===== src/rtl/id_decode_stage_if.sv =====
// id_decode_stage_if
//   Bus between the IF/ID instruction register, the decode stage and ID/EX.
//   Signal names are from the stage's point of view (i_* into the stage, o_* out).
//   slave  : the decode stage itself
//   master : the surrounding pipeline (upstream source + downstream sink)
//   Upstream   : i_flush, i_vld, o_rdy, i_instr, i_pc
//   Downstream : o_vld, i_rdy, o_pc, o_instr, decoded controls, o_illegal_cnt
interface id_decode_stage_if #(
    parameter int XLEN  = 32,
    parameter int CNT_W = 8
);
    logic             i_flush;
    logic             i_vld;
    logic             o_rdy;
    logic [31:0]      i_instr;
    logic [XLEN-1:0]  i_pc;
    logic             o_vld;
    logic             i_rdy;
    logic [XLEN-1:0]  o_pc;
    logic [31:0]      o_instr;
    logic             o_insn_vld;
    logic             o_rd_wren;
    logic             o_mem_wren;
    logic             o_mem_ren;
    logic [1:0]       o_wb_sel;
    logic             o_opa_sel;
    logic             o_opb_sel;
    logic [4:0]       o_alu_op;
    logic             o_br_un;
    logic             o_is_branch;
    logic             o_is_jal;
    logic             o_is_jalr;
    logic             o_is_sys;
    logic [CNT_W-1:0] o_illegal_cnt;

    modport slave (
        input  i_flush, i_vld, i_instr, i_pc, i_rdy,
        output o_rdy, o_vld, o_pc, o_instr, o_insn_vld, o_rd_wren, o_mem_wren,
               o_mem_ren, o_wb_sel, o_opa_sel, o_opb_sel, o_alu_op, o_br_un,
               o_is_branch, o_is_jal, o_is_jalr, o_is_sys, o_illegal_cnt
    );

    modport master (
        output i_flush, i_vld, i_instr, i_pc, i_rdy,
        input  o_rdy, o_vld, o_pc, o_instr, o_insn_vld, o_rd_wren, o_mem_wren,
               o_mem_ren, o_wb_sel, o_opa_sel, o_opb_sel, o_alu_op, o_br_un,
               o_is_branch, o_is_jal, o_is_jalr, o_is_sys, o_illegal_cnt
    );
endinterface


===== src/rtl/id_decode_stage.sv =====
// id_decode_stage
//   Registered RV32I(+M, +SYSTEM) decode stage with valid/ready handshake,
//   a one-entry skid buffer, flush, and a saturating illegal-instruction counter.
//   Ports:
//     i_clk    clock
//     i_reset  synchronous reset, active-high (dominates flush)
//     bus      id_decode_stage_if.slave: upstream instr/pc/valid/ready/flush,
//              downstream slot (pc, raw instr, decoded controls), illegal count
module id_decode_stage #(
    parameter int XLEN   = 32,
    parameter int EN_M   = 1,
    parameter int EN_SYS = 1,
    parameter int CNT_W  = 8
) (
    input logic               i_clk,
    input logic               i_reset,
    id_decode_stage_if.slave  bus
);

    localparam logic [4:0] ALU_ADD   = 5'd0;
    localparam logic [4:0] ALU_SUB   = 5'd1;
    localparam logic [4:0] ALU_SLL   = 5'd2;
    localparam logic [4:0] ALU_SLT   = 5'd3;
    localparam logic [4:0] ALU_SLTU  = 5'd4;
    localparam logic [4:0] ALU_XOR   = 5'd5;
    localparam logic [4:0] ALU_SRL   = 5'd6;
    localparam logic [4:0] ALU_SRA   = 5'd7;
    localparam logic [4:0] ALU_OR    = 5'd8;
    localparam logic [4:0] ALU_AND   = 5'd9;
    localparam logic [4:0] ALU_LUI   = 5'd10;
    localparam logic [4:0] ALU_AUIPC = 5'd11;

    localparam logic [6:0] OPC_LOAD   = 7'b0000011;
    localparam logic [6:0] OPC_FENCE  = 7'b0001111;
    localparam logic [6:0] OPC_OP_IMM = 7'b0010011;
    localparam logic [6:0] OPC_AUIPC  = 7'b0010111;
    localparam logic [6:0] OPC_STORE  = 7'b0100011;
    localparam logic [6:0] OPC_OP     = 7'b0110011;
    localparam logic [6:0] OPC_LUI    = 7'b0110111;
    localparam logic [6:0] OPC_BRANCH = 7'b1100011;
    localparam logic [6:0] OPC_JALR   = 7'b1100111;
    localparam logic [6:0] OPC_JAL    = 7'b1101111;
    localparam logic [6:0] OPC_SYSTEM = 7'b1110011;

    typedef struct packed {
        logic       insn_vld;
        logic       rd_wren;
        logic       mem_wren;
        logic       mem_ren;
        logic [1:0] wb_sel;
        logic       opa_sel;
        logic       opb_sel;
        logic [4:0] alu_op;
        logic       br_un;
        logic       is_branch;
        logic       is_jal;
        logic       is_jalr;
        logic       is_sys;
    } ctrl_t;

    // Value of an illegal slot and of the reset state.
    localparam ctrl_t CTRL_NOP = '{insn_vld: 1'b0, rd_wren: 1'b0, mem_wren: 1'b0,
                                   mem_ren: 1'b0, wb_sel: 2'b00, opa_sel: 1'b0,
                                   opb_sel: 1'b0, alu_op: ALU_ADD, br_un: 1'b1,
                                   is_branch: 1'b0, is_jal: 1'b0, is_jalr: 1'b0,
                                   is_sys: 1'b0};

    function automatic logic [4:0] alu_base(input logic [2:0] f3, input logic alt);
        logic [4:0] op;
        case (f3)
            3'd0:    op = alt ? ALU_SUB : ALU_ADD;
            3'd1:    op = ALU_SLL;
            3'd2:    op = ALU_SLT;
            3'd3:    op = ALU_SLTU;
            3'd4:    op = ALU_XOR;
            3'd5:    op = alt ? ALU_SRA : ALU_SRL;
            3'd6:    op = ALU_OR;
            default: op = ALU_AND;
        endcase
        return op;
    endfunction

    function automatic ctrl_t decode(input logic [31:0] instr);
        ctrl_t      c;
        logic [6:0] opc;
        logic [2:0] f3;
        logic [6:0] f7;
        opc = instr[6:0];
        f3  = instr[14:12];
        f7  = instr[31:25];
        c   = CTRL_NOP;
        case (opc)
            OPC_OP: begin
                if (f7 == 7'b0000000) begin
                    c.insn_vld = 1'b1;
                    c.alu_op   = alu_base(f3, 1'b0);
                end else if (f7 == 7'b0100000 && (f3 == 3'd0 || f3 == 3'd5)) begin
                    c.insn_vld = 1'b1;
                    c.alu_op   = alu_base(f3, 1'b1);
                end else if (f7 == 7'b0000001 && EN_M != 0) begin
                    c.insn_vld = 1'b1;
                    c.alu_op   = {2'b10, f3};
                end
                c.rd_wren = c.insn_vld;
            end
            OPC_OP_IMM: begin
                // Shift-immediates carry funct7 in the immediate field.
                if (f3 == 3'd1)
                    c.insn_vld = (f7 == 7'b0000000);
                else if (f3 == 3'd5)
                    c.insn_vld = (f7 == 7'b0000000) || (f7 == 7'b0100000);
                else
                    c.insn_vld = 1'b1;
                if (c.insn_vld) begin
                    c.rd_wren = 1'b1;
                    c.opb_sel = 1'b1;
                    c.alu_op  = alu_base(f3, (f3 == 3'd5) && instr[30]);
                end
            end
            OPC_LOAD: begin
                if (f3 != 3'd3 && f3 != 3'd6 && f3 != 3'd7) begin
                    c.insn_vld = 1'b1;
                    c.rd_wren  = 1'b1;
                    c.mem_ren  = 1'b1;
                    c.wb_sel   = 2'b01;
                    c.opb_sel  = 1'b1;
                end
            end
            OPC_STORE: begin
                if (f3 <= 3'd2) begin
                    c.insn_vld = 1'b1;
                    c.mem_wren = 1'b1;
                    c.opb_sel  = 1'b1;
                end
            end
            OPC_BRANCH: begin
                if (f3 != 3'd2 && f3 != 3'd3) begin
                    c.insn_vld  = 1'b1;
                    c.is_branch = 1'b1;
                    c.opa_sel   = 1'b1;
                    c.opb_sel   = 1'b1;
                    c.br_un     = ~(f3 == 3'd6 || f3 == 3'd7);
                end
            end
            OPC_LUI: begin
                c.insn_vld = 1'b1;
                c.rd_wren  = 1'b1;
                c.opb_sel  = 1'b1;
                c.alu_op   = ALU_LUI;
            end
            OPC_AUIPC: begin
                c.insn_vld = 1'b1;
                c.rd_wren  = 1'b1;
                c.opa_sel  = 1'b1;
                c.opb_sel  = 1'b1;
                c.alu_op   = ALU_AUIPC;
            end
            OPC_JAL: begin
                c.insn_vld = 1'b1;
                c.rd_wren  = 1'b1;
                c.wb_sel   = 2'b10;
                c.opa_sel  = 1'b1;
                c.opb_sel  = 1'b1;
                c.is_jal   = 1'b1;
            end
            OPC_JALR: begin
                if (f3 == 3'd0) begin
                    c.insn_vld = 1'b1;
                    c.rd_wren  = 1'b1;
                    c.wb_sel   = 2'b10;
                    c.opb_sel  = 1'b1;
                    c.is_jalr  = 1'b1;
                end
            end
            OPC_SYSTEM: begin
                if (EN_SYS != 0 && (instr == 32'h0000_0073 || instr == 32'h0010_0073)) begin
                    c.insn_vld = 1'b1;
                    c.is_sys   = 1'b1;
                end
            end
            OPC_FENCE: begin
                if (EN_SYS != 0 && f3 == 3'd0) begin
                    c.insn_vld = 1'b1;
                    c.is_sys   = 1'b1;
                end
            end
            default: c = CTRL_NOP;
        endcase
        return c;
    endfunction

    ctrl_t            in_ctrl;
    ctrl_t            main_ctrl;
    ctrl_t            skid_ctrl;
    logic             main_vld;
    logic             skid_vld;
    logic [XLEN-1:0]  main_pc;
    logic [XLEN-1:0]  skid_pc;
    logic [31:0]      main_instr;
    logic [31:0]      skid_instr;
    logic [CNT_W-1:0] illegal_cnt;
    logic             accept;
    logic             main_free;

    assign in_ctrl   = decode(bus.i_instr);
    // o_rdy is the registered ~skid_vld, so accept never overruns the skid.
    assign accept    = bus.i_vld & ~skid_vld & ~bus.i_flush;
    // Main can take a new entry when empty or when it hands its slot off now.
    assign main_free = ~main_vld | bus.i_rdy;

    always_ff @(posedge i_clk) begin
        if (i_reset) begin
            main_vld    <= 1'b0;
            main_ctrl   <= CTRL_NOP;
            main_pc     <= '0;
            main_instr  <= '0;
            skid_vld    <= 1'b0;
            skid_ctrl   <= CTRL_NOP;
            skid_pc     <= '0;
            skid_instr  <= '0;
            illegal_cnt <= '0;
        end else if (bus.i_flush) begin
            main_vld <= 1'b0;
            skid_vld <= 1'b0;
        end else begin
            if (main_free) begin
                if (skid_vld) begin
                    // Older skid entry goes first; any new accept refills the skid.
                    main_vld   <= 1'b1;
                    main_ctrl  <= skid_ctrl;
                    main_pc    <= skid_pc;
                    main_instr <= skid_instr;
                    skid_vld   <= accept;
                    if (accept) begin
                        skid_ctrl  <= in_ctrl;
                        skid_pc    <= bus.i_pc;
                        skid_instr <= bus.i_instr;
                    end
                end else begin
                    main_vld <= accept;
                    if (accept) begin
                        main_ctrl  <= in_ctrl;
                        main_pc    <= bus.i_pc;
                        main_instr <= bus.i_instr;
                    end
                end
            end else if (accept) begin
                skid_vld   <= 1'b1;
                skid_ctrl  <= in_ctrl;
                skid_pc    <= bus.i_pc;
                skid_instr <= bus.i_instr;
            end
            if (accept && !in_ctrl.insn_vld && illegal_cnt != {CNT_W{1'b1}})
                illegal_cnt <= illegal_cnt + 1'b1;
        end
    end

    assign bus.o_rdy         = ~skid_vld;
    assign bus.o_vld         = main_vld;
    assign bus.o_pc          = main_pc;
    assign bus.o_instr       = main_instr;
    assign bus.o_insn_vld    = main_ctrl.insn_vld;
    assign bus.o_rd_wren     = main_ctrl.rd_wren;
    assign bus.o_mem_wren    = main_ctrl.mem_wren;
    assign bus.o_mem_ren     = main_ctrl.mem_ren;
    assign bus.o_wb_sel      = main_ctrl.wb_sel;
    assign bus.o_opa_sel     = main_ctrl.opa_sel;
    assign bus.o_opb_sel     = main_ctrl.opb_sel;
    assign bus.o_alu_op      = main_ctrl.alu_op;
    assign bus.o_br_un       = main_ctrl.br_un;
    assign bus.o_is_branch   = main_ctrl.is_branch;
    assign bus.o_is_jal      = main_ctrl.is_jal;
    assign bus.o_is_jalr     = main_ctrl.is_jalr;
    assign bus.o_is_sys      = main_ctrl.is_sys;
    assign bus.o_illegal_cnt = illegal_cnt;

endmodule


===== src/flat_wrapper.sv =====
// flat-port wrapper written by rule: the top's interface ports become plain ports
module id_decode_stage_flat 
#(
    parameter int XLEN   = 32,
    parameter int EN_M   = 1,
    parameter int EN_SYS = 1,
    parameter int CNT_W  = 8
)
  (i_clk, i_reset, bus_i_flush, bus_i_vld, bus_i_instr, bus_i_pc, bus_i_rdy, bus_o_rdy, bus_o_vld, bus_o_pc, bus_o_instr, bus_o_insn_vld, bus_o_rd_wren, bus_o_mem_wren, bus_o_mem_ren, bus_o_wb_sel, bus_o_opa_sel, bus_o_opb_sel, bus_o_alu_op, bus_o_br_un, bus_o_is_branch, bus_o_is_jal, bus_o_is_jalr, bus_o_is_sys, bus_o_illegal_cnt);
  id_decode_stage_if #(.XLEN(XLEN), .CNT_W(CNT_W)) bus_i ();
  input logic i_clk;
  input logic i_reset;
  input wire logic [$bits(bus_i.i_flush)-1:0] bus_i_flush;
  input wire logic [$bits(bus_i.i_vld)-1:0] bus_i_vld;
  input wire logic [$bits(bus_i.i_instr)-1:0] bus_i_instr;
  input wire logic [$bits(bus_i.i_pc)-1:0] bus_i_pc;
  input wire logic [$bits(bus_i.i_rdy)-1:0] bus_i_rdy;
  output wire logic [$bits(bus_i.o_rdy)-1:0] bus_o_rdy;
  output wire logic [$bits(bus_i.o_vld)-1:0] bus_o_vld;
  output wire logic [$bits(bus_i.o_pc)-1:0] bus_o_pc;
  output wire logic [$bits(bus_i.o_instr)-1:0] bus_o_instr;
  output wire logic [$bits(bus_i.o_insn_vld)-1:0] bus_o_insn_vld;
  output wire logic [$bits(bus_i.o_rd_wren)-1:0] bus_o_rd_wren;
  output wire logic [$bits(bus_i.o_mem_wren)-1:0] bus_o_mem_wren;
  output wire logic [$bits(bus_i.o_mem_ren)-1:0] bus_o_mem_ren;
  output wire logic [$bits(bus_i.o_wb_sel)-1:0] bus_o_wb_sel;
  output wire logic [$bits(bus_i.o_opa_sel)-1:0] bus_o_opa_sel;
  output wire logic [$bits(bus_i.o_opb_sel)-1:0] bus_o_opb_sel;
  output wire logic [$bits(bus_i.o_alu_op)-1:0] bus_o_alu_op;
  output wire logic [$bits(bus_i.o_br_un)-1:0] bus_o_br_un;
  output wire logic [$bits(bus_i.o_is_branch)-1:0] bus_o_is_branch;
  output wire logic [$bits(bus_i.o_is_jal)-1:0] bus_o_is_jal;
  output wire logic [$bits(bus_i.o_is_jalr)-1:0] bus_o_is_jalr;
  output wire logic [$bits(bus_i.o_is_sys)-1:0] bus_o_is_sys;
  output wire logic [$bits(bus_i.o_illegal_cnt)-1:0] bus_o_illegal_cnt;
  assign bus_i.i_flush = bus_i_flush;
  assign bus_i.i_vld = bus_i_vld;
  assign bus_i.i_instr = bus_i_instr;
  assign bus_i.i_pc = bus_i_pc;
  assign bus_i.i_rdy = bus_i_rdy;
  assign bus_o_rdy = bus_i.o_rdy;
  assign bus_o_vld = bus_i.o_vld;
  assign bus_o_pc = bus_i.o_pc;
  assign bus_o_instr = bus_i.o_instr;
  assign bus_o_insn_vld = bus_i.o_insn_vld;
  assign bus_o_rd_wren = bus_i.o_rd_wren;
  assign bus_o_mem_wren = bus_i.o_mem_wren;
  assign bus_o_mem_ren = bus_i.o_mem_ren;
  assign bus_o_wb_sel = bus_i.o_wb_sel;
  assign bus_o_opa_sel = bus_i.o_opa_sel;
  assign bus_o_opb_sel = bus_i.o_opb_sel;
  assign bus_o_alu_op = bus_i.o_alu_op;
  assign bus_o_br_un = bus_i.o_br_un;
  assign bus_o_is_branch = bus_i.o_is_branch;
  assign bus_o_is_jal = bus_i.o_is_jal;
  assign bus_o_is_jalr = bus_i.o_is_jalr;
  assign bus_o_is_sys = bus_i.o_is_sys;
  assign bus_o_illegal_cnt = bus_i.o_illegal_cnt;
  id_decode_stage #(.XLEN(XLEN), .EN_M(EN_M), .EN_SYS(EN_SYS), .CNT_W(CNT_W)) u_core (.i_clk(i_clk), .i_reset(i_reset), .bus(bus_i));
endmodule

===== config.mk =====
export PLATFORM = sky130hd
export DESIGN_NAME = id_decode_stage_flat
export DESIGN_NICKNAME = d
export VERILOG_FILES = /design/src/rtl/id_decode_stage_if.sv /design/src/rtl/id_decode_stage.sv /design/src/flat_wrapper.sv
export SDC_FILE = /design/constraint.sdc
export NUM_CORES = 1
export LEC_CHECK = 0
export CAP_MARGIN = 20
export CORE_MARGIN = 2
export CORE_UTILIZATION = 51
export DETAILED_ROUTE_END_ITERATION = 10
export HOLD_SLACK_MARGIN = 0.06
export MAX_ROUTING_LAYER = met4
export PLACE_DENSITY_LB_ADDON = 0.2
export SLEW_MARGIN = 30
export SYNTH_ARGS = -nofsm -noshare
export SYNTH_HDL_FRONTEND = slang
export SYNTH_SLANG_ARGS = --single-unit

===== constraint.sdc =====
create_clock -name i_clk -period 2.9 [get_ports i_clk]
set_input_delay 0.435 -clock i_clk [delete_from_list [all_inputs] [get_ports i_clk]]
set_output_delay 0.435 -clock i_clk [all_outputs]
set_load 0.01 [all_outputs]

Word-level counts from Yosys, hierarchy flattened
Index checks and enable logic that the tools add are counted.

Bits in registers: 174. Logic and storage cells: 150. Output and inout port bits: 92. Bits of input ports: 69.

Bitwise logic cells: 7. Multiplexer cells: 58. Eq/ne operators: 28. Add/sub/neg operators: 1. Reductions and logical operators: 22. Magnitude comparators: 1.

Operator list (number): 2-to-1 mux 32 bit (10); 2-to-1 mux 18 bit (5); case mux 4 bit (7 select lines) (2); case mux 5 bit (7 select lines) (1); equality test 32 x 21 -> 1 bit, second input constant (1); equality test 32 x 7 -> 1 bit, second input constant (1); equality test 7 x 6 -> 1 bit, second input constant (4); equality test 7 bit, second input constant (4); 2-to-1 mux 1 bit (22); case mux 5 bit (4 select lines) (1); 2-to-1 mux 5 bit (3); equality test 7 x 5 -> 1 bit, second input constant (2); equality test 3 bit, second input constant (4); 2-to-1 mux 2 bit (6); case mux 1 bit (9 select lines) (1); adder 8 x 1 -> 8 bit, second input constant (1); inequality test 8 bit, second input constant (1); equality test 7 x 1 -> 1 bit, second input constant (1); equality test 7 x 2 -> 1 bit, second input constant (1); equality test 7 x 4 -> 1 bit, second input constant (1); logical AND 1 bit (7); zero test 7 bit (1); equality test 3 x 2 -> 1 bit, second input constant (2); 2-to-1 mux 6 bit (1); other kinds (21) (34).

Logic depth before layout (Yosys ltp)
Depth in word-level cells: 10. Gate-level depth with buffers: 8.

Worst setup path after synthesis
No wires, ideal clock.

Kind: input port to flip-flop. Start point: in bus_i_instr[26]. End point: reg u_core.illegal_cnt[5], in the netlist u_core.bus.o_illegal_cnt[5]. Data required time: 2779 ps. Setup slack: 601 ps. Library setup time: 121 ps. Stages: 7. Data arrival time: 2178 ps. Path through: or4_4 > or3_4 > nor3_4 > a211o_2 > buf_6 > nor4_1 > mux2_4.

Longest elaborated chain between the ends: 10. Elaborated cells on any way between the ends: 20. Classes of those cells: eq/ne: 4; mux: 8; reduce/logical: 8.

Ends and longest elaborated chain: from (decl) (RTL line flat_wrapper.sv:15) `input wire logic [$bits(bus_i.i_instr)-1:0] bus_i_instr;`; equality test 7 x 6 -> 1 bit / zero test 7 bit (equally long branches); logical OR 1 bit (RTL line id_decode_stage.sv:111) `c.insn_vld = (f7 == 7'b0000000) || (f7 == 7'b0100000);`; 2-to-1 mux 1 bit (RTL line id_decode_stage.sv:110) `else if (f3 == 3'd5)`; 2-to-1 mux 1 bit (RTL line id_decode_stage.sv:108) `if (f3 == 3'd1)`; 2-to-1 mux 1 bit (RTL line id_decode_stage.sv:92) `case (opc)`; case mux 1 bit (9 select lines) * (RTL line id_decode_stage.sv:92); zero test 1 bit * (RTL line id_decode_stage.sv:253) `if (accept && !in_ctrl.insn_vld && illegal_cnt != {CNT_W{1'b1}})`; logical AND 1 bit * (2 in a row) (RTL line id_decode_stage.sv:253); AND reduction 2 bit (no line) *; to (signal assigned) (RTL line id_decode_stage.sv:254) `illegal_cnt <= illegal_cnt + 1'b1;`; to (decl) (RTL line id_decode_stage.sv:201) `logic [CNT_W-1:0] illegal_cnt;`.

Every way passes the cells marked *; elsewhere a longest branch is shown, timed or not. The select of a mux whose other input is x is not followed. A chain may end at the register's enable or synchronous reset.

Worst setup path after layout
Start point: in bus_i_instr[6]. End point: reg u_core.illegal_cnt[7], in the netlist u_core.bus.o_illegal_cnt[7].

Longest elaborated chain between the ends: 8. Elaborated cells on any way between the ends: 21. Classes of those cells: eq/ne: 13; mux: 2; reduce/logical: 6.

Ends and longest elaborated chain: equality test 32 x 7 -> 1 bit / equality test 32 x 21 -> 1 bit (equally long branches) (RTL line id_decode_stage.sv:176) `if (EN_SYS != 0 && (instr == 32'h0000_0073 || instr == 32'h0010_0073)) begin`; logical OR 1 bit (RTL line id_decode_stage.sv:176); 2-to-1 mux 1 bit (RTL line id_decode_stage.sv:176); case mux 1 bit (9 select lines) * (RTL line id_decode_stage.sv:92); zero test 1 bit * (RTL line id_decode_stage.sv:253); logical AND 1 bit * (2 in a row) (RTL line id_decode_stage.sv:253); AND reduction 2 bit (no line) *.

Every way passes the cells marked *; elsewhere a longest branch is shown, timed or not.

==> results.yml <==
synth:
  ys_warn_count: 0
  ys_top_cells_by_area: "dfxtp_1 47%, mux2i_1 9.2%, nand2_1 8.4%"
  synth-simple-area-share_pct: 20.2
  synth_adder_area_share_pct: 0.168
  synth_xor_area_share_pct: 0.118
  synth_top_cell_by_area: "dfxtp_1"
  ys_seq_area_share_pct: 46.9
  synth-main-ff-cell: "dfxtp_1"
  synth_top_area_share_pct: 46.9
  yosys-top-cells-count: "174 x dfxtp_1, 166 x nand2_1, 94 x nor2_1, 93 x a21oi_1, 77 x a211oi_1"
  synth_compound_area_share_pct: 18.6
  ys_seq_elements: 174
  avgSynthCellArea_sq_um: 8.37
  synth_top_family_by_area: "simple AND/OR/NAND/NOR gates"
  synth_edf_count: 0
  yosysMostFrequentCell: "dfxtp_1"
  async_reset_ff_share_pct: 0
  synthMuxAreaShare_pct: 9.57
  synthCells: 888
  syn_nets: 958
  syn_area_sq_um: 7430
  synthDistinctLibCells: 55
detailed_routing:
  firstDrtPassIters: 4
  vias: 6795
  wl_per_cell_microns: 15.8
  wl_microns: 19400
  vias_per_cell: 5.52
  detail-route-antenna-nets: 0
  drcViolationCount: 0
  drtIter0Drc: 428
global_route:
  grt_remaining_overflow: 0
  antenna_found_initial: 0
  grt_pass1_vias: 6467
  grt_pass1_wl_microns: 32300
  grt_max_degree: 78
  gr-usage-all-layers_pct: 25.9
outcome:
  outcome: "completed"
clocking:
  cts-resized-gates: 0
  cts_hold_buf: 0
  clk_latency_ns: 0.42
  clkTransAtPathRegs_ns: 0.06
  cts_htree_levels: 4
  cts.sinks: 174
  cts_tree: "yes"
  post-cts-setup-buffers: 0
  numCtsBuffers: 17
  cts_root_buf: "clkbuf_16"
  clock_path_buffers: 2
placed_design:
  post_dp_cell_area_sq_um: 9390
  dp.final_hpwl_microns: 13000
  io_buffers: 160
  placed_cells: 1200
  pre_cts_ws_ns: 0.0538
  place_congestion: 0.904
timing:
  finalWorstSetupSlack_ns: 0.394
  worstMarginPinSlew_ns: 0.773
  grt_setup_unrepaired: "false"
  final-setup-viol-count: 0
  hold_ws_ns: 0.454
  finalMaxSlewViolations: 0
  period_needed_ns: 2.51
  finalSetupTns_ns: 0
  skew_ns: 0.00909
  timing.final.crit_share_pct: 86.4
  maxSlewHeadroom_pct: 48.4
  finalHoldViolCount: 0
  timing.fmax_mhz: 399
pwr:
  power_mw: 5.58
  ir_drop_mv: 0.317
  power_density_nw_per_um2: 557
  power.leakage_nw: 3.40
setup_path:
  path_max_fanout: 10
  worstSetupStartpointType: "input port"
  endpoint_kind: "flip-flop"
  cp.required_ns: 3.20
  crit_arrival_ns: 2.81
  crit_type: "input port to flip-flop"
flow_run:
  drv_cap: 0
cells_and_area:
  nNetsFinal: 1105
  postLayoutCellArea_sq_um: 10000
  drive_gt1_share_pct: 8.60
  fin_cells: 1231
  fin_util_pct: 69.8
  areaGrowthSynthToFinish_pct: 34.9
  fillers: 1180
  num_antenna_cells: 0
floorplan:
  start_util_pct: 51.7
  dieWidth_microns: 125
  boundaryPins: 161
  floorplan.rows: 44
  core_sq_um: 14400
  die_h_microns: 125
  dieArea_sq_um: 15500
hold_path:
  hp-class: "flip-flop to flip-flop"
-- critical path, cell delays in order --
cell,delay (ns)
clkdlybuf4s50_1,0.52
buf_4,0.18
nor4b_1,0.53
nand4_1,0.18
o31ai_1,0.29
a211o_2,0.28
nor4_1,0.09
mux2_4,0.31
-- registers in the layout, summed over array words and instances (netlist names) --
name                      flops
u_core.bus.o_instr           32
u_core.bus.o_pc              32
u_core.skid_instr            32
u_core.skid_pc               32
u_core.skid_ctrl             18
u_core.bus.o_illegal_cnt      8
u_core.bus.o_alu_op           5
u_core.bus.o_wb_sel           2
u_core.bus.o_br_un            1
u_core.bus.o_insn_vld         1
u_core.bus.o_is_branch        1
u_core.bus.o_is_jal           1
u_core.bus.o_is_jalr          1
u_core.bus.o_is_sys           1
u_core.bus.o_mem_ren          1
u_core.bus.o_mem_wren         1
u_core.bus.o_opa_sel          1
u_core.bus.o_opb_sel          1
u_core.bus.o_rd_wren          1
u_core.bus.o_vld              1
u_core.skid_vld               1
-- final timing paths --
kind	startpoint	to	slack, ns	cells after the start
setup / recovery	bus_i_instr[6]	u_core.bus.o_illegal_cnt[7]	0.39	8
setup reg to reg	u_core.skid_vld	u_core.bus.o_mem_ren	0.66	5
hold / removal	u_core.skid_instr[0]	u_core.skid_instr[0]	0.45	2
hold reg to reg	u_core.skid_instr[0]	u_core.skid_instr[0]	0.45	2
-- final cells by class --
cell class	instances	area, sq um	area share, %
sequential	174	3490	34.8
inverter	8	30.0	0.300
multi-input combinational	629	3630	36.2
tap	184	230	2.30
clock inverter	9	159	1.59
timing repair buffer	205	2020	20.1
clock buffer	22	474	4.73
-- power by group --
group	total, mW	switching [mW]	internal, mW	leakage (nW)
sequential	2.51	0.0428	2.47	1.42
clock	2.42	0.914	1.51	0.306
combinational	0.644	0.312	0.332	1.67
total	5.58	1.27	4.31	3.40
-- cells in the final DEF (no fill, tap or decap), drive strengths merged, types with 2 or more instances in the layout --
master / instances
o31a: 2
o311ai: 4
nand2b: 5
and3: 3
buf: 46
bufinv: 4
clkdlybuf4s50: 159
and2: 5
inv: 7
o31ai: 6
and4: 2
nor4: 6
a211oi: 77
a21oi: 93
nor3: 19
or3: 5
or4: 6
or2: 2
nand3: 12
nor3b: 3
dfxtp: 174
o22ai: 2
nor4b: 2
nor2b: 5
mux2i: 68
o21ai: 15
a31oi: 3
clkinv: 5
o211ai: 6
nor2: 94
nand2: 166
o211a: 2
clkbuf: 22
mux2: 2
nand4: 4
-- kinds of logic (layout without fill, tap and decap cells) --
| group | Yosys count | count (layout) |
|---|---|---|
| simple gates | 341 | 341 |
| compound gates | 216 | 216 |
| flops | 174 | 174 |
| buf+inv | 85 | 244 |
| mux | 70 | 70 |
| fa+ha+maj | 1 | 1 |
| xor+xnor | 1 | 1 |
-- metal layers --
metal  GRT usage, %  part of all wire (%)  vias to the layer above
li1               -                     -                     3424
met1           35.4                    47                     3156
met2           39.7                    46                      192
met3           4.34                   5.2                       23
met4           7.80                   1.7                        0
met5              -                     0                        -
(Power assumes the default switching activity.)
